<file path="config.mk">
export PLATFORM = sky130hd
export DESIGN_NAME = sync_frame_tx
export DESIGN_NICKNAME = d
export VERILOG_FILES = /design/src/rtl/sync_frame_tx.sv
export SDC_FILE = /design/constraint.sdc
export NUM_CORES = 1
export LEC_CHECK = 0
export CAP_MARGIN = 20
export CORE_UTILIZATION = 32
export CTS_CLUSTER_SIZE = 40
export DETAILED_ROUTE_END_ITERATION = 12
export DONT_BUFFER_PORTS = 1
export GPL_ROUTABILITY_DRIVEN = 0
export PLACE_DENSITY = 0.52
export RECOVER_POWER = 50
export SYNTH_ARGS = -nofsm -noshare
export SYNTH_HDL_FRONTEND = slang
export SYNTH_SLANG_ARGS = --single-unit
export TNS_END_PERCENT = 30
</file>
<file path="constraint.sdc">
create_clock -name clk -period 4.72 [get_ports clk]
set_clock_uncertainty 0.05 [all_clocks]
set_input_delay 0.944 -clock clk [delete_from_list [all_inputs] [get_ports clk]]
set_output_delay 0.944 -clock clk [all_outputs]
set_load 0.005 [all_outputs]
</file>
<file path="src/rtl/sync_frame_tx.sv">
// Serial frame transmitter: sync pattern, MSB-first payload, optional even parity
// (SYNC_FRAME_TX_PARITY_EN), then zero gap bits. Feeds the 1011 sync detector.
module sync_frame_tx #(
  parameter int                DATA_W   = 8,
  parameter int                SYNC_W   = 4,
  parameter logic [SYNC_W-1:0] SYNC_PAT = 4'b1011,
  parameter int                GAP_LEN  = 2
) (
  input  logic              clk,
  input  logic              rst_n,
  input  logic [DATA_W-1:0] data_in,
  input  logic              load,
  output logic              ready,
  output logic              x,
  output logic              busy,
  output logic              done
);

`ifdef SYNC_FRAME_TX_PARITY_EN
  localparam int PAR_W = 1;
`else
  localparam int PAR_W = 0;
`endif
  localparam int TOT_W = SYNC_W + DATA_W + PAR_W;
  localparam int MAXL1 = (SYNC_W > DATA_W + 1) ? SYNC_W : DATA_W + 1;
  localparam int MAXL  = (MAXL1 > GAP_LEN) ? MAXL1 : GAP_LEN;
  localparam int CW    = $clog2(MAXL + 1);

  typedef enum logic [2:0] {
    IDLE,
    SYNC,
    DATA,
`ifdef SYNC_FRAME_TX_PARITY_EN
    PAR,
`endif
    GAP
  } state_t;

  state_t            state_q, state_d;
  logic [CW-1:0]     cnt_q, cnt_d;
  logic [TOT_W-1:0]  fr_q, fr_d;
  logic              x_q, x_d;
  logic [TOT_W-1:0]  frame_w;

`ifdef SYNC_FRAME_TX_PARITY_EN
  assign frame_w = {SYNC_PAT, data_in, ^data_in};
`else
  assign frame_w = {SYNC_PAT, data_in};
`endif

  // x is registered, so each state computes the bit for the cycle it leads into;
  // the frame shift register always holds the next bit to send at its MSB.
  always_comb begin
    state_d = state_q;
    cnt_d   = cnt_q;
    fr_d    = fr_q;
    x_d     = 1'b0;
    case (state_q)
      IDLE: begin
        cnt_d = '0;
        if (load) begin
          state_d = SYNC;
          cnt_d   = CW'(SYNC_W - 1);
          x_d     = frame_w[TOT_W-1];
          fr_d    = frame_w << 1;
        end
      end
      SYNC: begin
        x_d  = fr_q[TOT_W-1];
        fr_d = fr_q << 1;
        if (cnt_q == '0) begin
          state_d = DATA;
          cnt_d   = CW'(DATA_W - 1);
        end else begin
          cnt_d = cnt_q - 1'b1;
        end
      end
      DATA: begin
        if (cnt_q == '0) begin
`ifdef SYNC_FRAME_TX_PARITY_EN
          state_d = PAR;
          cnt_d   = '0;
          x_d     = fr_q[TOT_W-1];
          fr_d    = fr_q << 1;
`else
          state_d = GAP;
          cnt_d   = CW'(GAP_LEN - 1);
`endif
        end else begin
          cnt_d = cnt_q - 1'b1;
          x_d   = fr_q[TOT_W-1];
          fr_d  = fr_q << 1;
        end
      end
`ifdef SYNC_FRAME_TX_PARITY_EN
      PAR: begin
        state_d = GAP;
        cnt_d   = CW'(GAP_LEN - 1);
      end
`endif
      GAP: begin
        if (cnt_q == '0) begin
          state_d = IDLE;
          cnt_d   = '0;
        end else begin
          cnt_d = cnt_q - 1'b1;
        end
      end
      default: begin
        state_d = IDLE;
        cnt_d   = '0;
      end
    endcase
  end

  always_ff @(posedge clk) begin
    if (!rst_n) begin
      state_q <= IDLE;
      cnt_q   <= '0;
      fr_q    <= '0;
      x_q     <= 1'b0;
    end else begin
      state_q <= state_d;
      cnt_q   <= cnt_d;
      fr_q    <= fr_d;
      x_q     <= x_d;
    end
  end

  assign x     = x_q;
  assign ready = (state_q == IDLE);
  assign busy  = (state_q != IDLE);
  assign done  = (state_q == GAP) && (cnt_q == CW'(GAP_LEN - 1));

endmodule

</file>
Word level (Yosys, flattened, before mapping) --
Cells that the tools add are included.
Storage, ports and cells: RAM bits 0, output and inout bits 4, logic and storage cells 37, bits in read-only memories 0, bits in registers 20, latch bits 0, memories kept 0
Cells by class: muxes and demuxes 16, add/subtract/negate cells 1, multipliers 0, shifts and indexed selects 0, order comparisons 0, bitwise logic cells 0, div/mod/pow operators 0, eq/ne operators 9, reductions and logical operators 7
Operators by type and width (number):
- $pmux 12 s3 | 1
- $mux 12 | 2
- $pmux 4 s4 | 1
- $mux 3 | 4
- $mux 4 | 3
- $pmux 3 s4 | 1
- $ne 2x2->1 const B | 5
- $eq 3x2->1 const B | 2
- $reduce_bool 3->1 | 2
- $eq 4x1->1 const B | 1
- $logic_not 4->1 | 1
- $reduce_and 4->1 | 1
- $sub 4x1->4 const B | 1
- $eq 3x1->1 const B | 1
- $logic_not 3->1 | 1
- $pmux 1 s3 | 1
- $reduce_and 3->1 | 1
- $mux 1 | 2
- $mux 2 | 1
- $logic_and 1x1->1 | 1

Longest topological paths before layout --
depth in word-level cells 3, mapped depth 6, gate-level depth less buffers 6

Worst setup path before layout --
Ideal clock, no wire load.
path type reg2out, start point register state_q[1], end point output done, cell stages (with the launch flop) 4, setup slack 2.890 ns, buffers on the path 0, arrival 0.836 ns, cell sequence dfxtp_1 -> ha_1 -> nand2_1 -> nor4_1
Between the ends: word-level cells in the longest chain between the ends 2
Ends and longest elaborated chain:
- start, declared | RTL line 39 | state_t state_q, state_d;
- start signal, assigned | RTL line 123 | state_q <= state_d;
- $eq 3x2->1 | RTL line 133 | assign done = (state_q == GAP) && (cnt_q == CW'(GAP_LEN - 1));
- $logic_and 1x1->1 | RTL line 133
- end, declared | RTL line 16 | output logic done
Every way passes these cells.

Final worst setup path --
start point register state_q[0], end point register fr_q[10]
Between the ends: word-level cells in the longest chain between the ends 3
Ends and longest elaborated chain:
- $logic_not 3->1 *
- via ready | RTL line 13 | output logic ready,
- $ne 2x2->1 (no line) / $reduce_bool 3->1 (equally long branches)
- $reduce_and 3->1 (no line)
- end signal, assigned | RTL line 125 | fr_q <= fr_d;
- end, declared | RTL line 41 | logic [TOT_W-1:0] fr_q, fr_d;
The timed path passes the listed nets; every way through them passes the cells marked *. A chain may end at the register's enable or synchronous reset.

==> summary.md <==
| Metric | Value |
|---|---|
| Status | `completed` |
| Number of global-route vias before repair | `658` |
| CTS Buf Count | `3` |
| Total iterations of the first detailed-routing run | `4` |
| Final slew viol count | `0` |
| WL per Instance | `13.7 um` |
| TritonCTS clock tree | `built` |
| Final non-filler cell total | `125` |
| Max H-tree Level | `1` |
| Mapped Cells | `95` |
| Setup bufs post-CTS | `0` |
| Switching share of power | `0.412` |
| GR Util met2 | `0.219` |
| # IOs | `15` |
| Most common flop cell mapped by yosys | `dfxtp_1` |
| Max incr delay on CP | `0.66 ns` |
| Die Y | `54.9 um` |
| Leading area contributor after synthesis | `dfxtp_1` |
| Setup CP Type | `register to register` |
| Worst VDD drop | `0.330 mV` |
| Routed WL | `1.72 mm` |
| Die footprint | `0.00301 mm^2` |
| Worst-path clk slew | `0.11 ns` |
| Leakage | `0.445 nW` |
| Final Cycle Share | `0.482` |
| Required time worst endpoint | `4.86 ns` |
| Cell area after synthesis | `895 um^2` |
| Setup tns final | `0 ns` |
| ANT cells | `0` |
| CTS sink cnt | `18` |
| CP startpoint | `state_q[0]` |
| Slowest cell on the critical path | `clkbuf_1` |
| Peak Freq | `0.440 GHz` |
| Synth cell types | `31` |
| Grt peak-use layer | `met2` |
| YS warnings | `0` |
| Async set-or-reset flop fraction in the synthesized netlist | `0` |
| Top cell type's share of synthesized area | `0.403` |
| Crit-path cells | `inv_1 > ha_1 > a221oi_1 > clkbuf_1 > nand3b_1 > o211a_1` |
| Combinational share of power | `0.503` |
| Met3 Use GR | `0.0556` |
| P&R area growth vs syn | `5.59%` |
| CTS max path bufs | `2` |
| First-pass GRT wire length | `2.73 mm` |
| Max Cap Violations | `0` |
| Synth Net Count | `111` |
| Rel. slew slack | `0.452` |
| Post-DP HPWL | `1.18 mm` |
| Initial antenna violation count | `0` |
| Post-CTS sizing | `0` |
| Total Power | `0.708 mW` |
| Initial DRC count | `14` |
| CP Capture Point | `fr_q[10]` |
| FF-to-FF setup slack | `2.45 ns` |
| Post-synth EDFFs | `0` |
| Crit path DAT | `2.42 ns` |
| Nets | `112` |
| Slew @ Worst Pin | `0.822 ns` |
| Grt ovf | `0` |
| Core area | `0.00257 mm^2` |
| Seq/Total Area, Yosys | `0.403` |
| Post-CTS Hold Fix Bufs | `0` |
| Via density per instance | `5.75` |
| Crit end category | `register` |
| Internal power | `0.416 mW` |
| FF-to-FF Start | `state_q[0]` |
| Net Switching | `0.292 mW` |
| Site row count | `18` |
| Synth top area cells | `dfxtp_1, o211a_1, mux2i_1, ha_1, nand2_1` |
| Port buffer count | `0` |
| Most frequent cells in the layout | `dfxtp_1, nand2_1, o211a_1, mux2i_1, o21ai_0` |
| Largest net degree at the start of global routing | `23` |
| Dpl cells | `121` |
| Worst r2r path cells | `6` |
| Mean post-synth cell area | `9.42 um^2` |
| Yosys reg bits | `18` |
| Fin crit period | `2.27 ns` |
| Setup violators final | `0` |
| DR vias | `719` |
| Drc violations | `0` |
| Power Dens Cells | `749 mW/mm^2` |
| Commonest non-fill, non-tap cell in the layout | `dfxtp_1` |
| Unrepaired setup endpoints after global routing | `false` |
| Routed Antenna Nets | `0` |
| Overall Global Routing Usage | `0.130` |
| Starting Density | `0.348` |
| Sequential power share | `0.360` |
| Clock Tree Root | `clkbuf_4` |
| Crit path launch type | `register` |
| Worst Path Max Fanout | `22` |
| FF-to-FF End | `fr_q[10]` |
| Skew-Pair Late Insertion Delay | `0.29 ns` |
| Worst hold path class | `register to register` |
| Die Span X | `54.9 um` |
| Layout cell share with drive strength beyond 1 | `0.0526` |
| Final hold violations | `0` |
| Met1 layer usage reported by global route | `0.145` |
| Clock share of power | `0.136` |
-- critical path: cells and delay by family, from the launching register on --
kind	cells	cell delay (ns)
buffers and inverters	2	0.76
AOI/OAI and AO/OA	2	0.49
DFF	1	0.40
adders and majority gates	1	0.32
and+or+nand+nor	1	0.16
-- cells by family (layout without fill, tap and decap cells) --
| logic type | after synthesis | count (layout) | share of synthesized area |
|---|---|---|---|
| buffers and inverters | 9 | 9 | 0.0406 |
| adder cells (fa/ha/maj) | 5 | 5 | 0.0699 |
| AND/OR/NAND/NOR | 29 | 29 | 0.171 |
| AO/OA/AOI/OAI | 27 | 27 | 0.238 |
| flip-flops | 18 | 18 | 0.403 |
| multiplexers | 7 | 7 | 0.0783 |
-- through the flow --
| stage | area (um^2) | util | worst slack (ns) | hold slack, ns |
|---|---|---|---|---|
| final | 945 | 0.368 | 2.45 | 0.405 |
| after global routing | 945 | 0.368 | 2.19 | 0.455 |
| after CTS | 955 | 0.372 | 2.45 | 0.408 |
| after detailed placement | 918 | 0.358 | 2.80 | 0.389 |
| after global placement | 918 | 0.358 | 2.81 | 0.388 |
| after floorplan | 895 | - | 2.89 | 0.378 |
-- Yosys cell counts (all sizes together) (2+ instances only) --
cell type and number:
mux2i 7, nor4 2, o211a 9, nor3b 2
buf 2, nand2 13, nor2 3, clkbuf 3
o21ai 7, a21oi 2, nor3 2, inv 4
nand3b 2, ha 5, dfxtp 18
-- sequential cells by signal, summed over array words and instances, names as in the netlist --
name,count
x,1
fr_q,11
cnt_q,4
state_q,2
-- layout make-up --
class,count,area (um^2)
fill,304,1620
multi-input combinational,68,492
sequential,18,360
tap,30,37.5
clock buffer,4,36.3
timing repair buffer,1,3.75
inverter,4,15.0
-- how the worst min path moves through the flow --
stage	startpoint	to	slack [ns]	cells past startpoint
finish	fr_q[1]	fr_q[1]	0.41	2
global route	fr_q[1]	fr_q[1]	0.46	2
CTS	fr_q[1]	fr_q[1]	0.41	2
detailed placement	fr_q[1]	fr_q[1]	0.39	2
global placement	fr_q[1]	fr_q[1]	0.39	2
floorplan	fr_q[1]	fr_q[1]	0.38	2
-- power by group through the flow --
stage          Clock (mW)  Combinational [mW]  Sequential (mW)
2_1_floorplan           0               0.314            0.248
3_3_place_gp            0               0.364            0.257
3_5_place_dp            0               0.369            0.259
4_1_cts             0.102               0.371            0.255
5_1_grt             0.105               0.404            0.264
6_report           0.0964               0.356            0.255
-- routing by layer --
layer  wire length (um)  share of wire  vias to the layer above
li1                   -              -                      350
met1                787           0.46                      350
met2                795           0.46                       17
met3                116          0.068                        2
met4                 15         0.0087                        0
met5                  0              0                        -
Note: power is estimated with default switching activity, not from simulation.
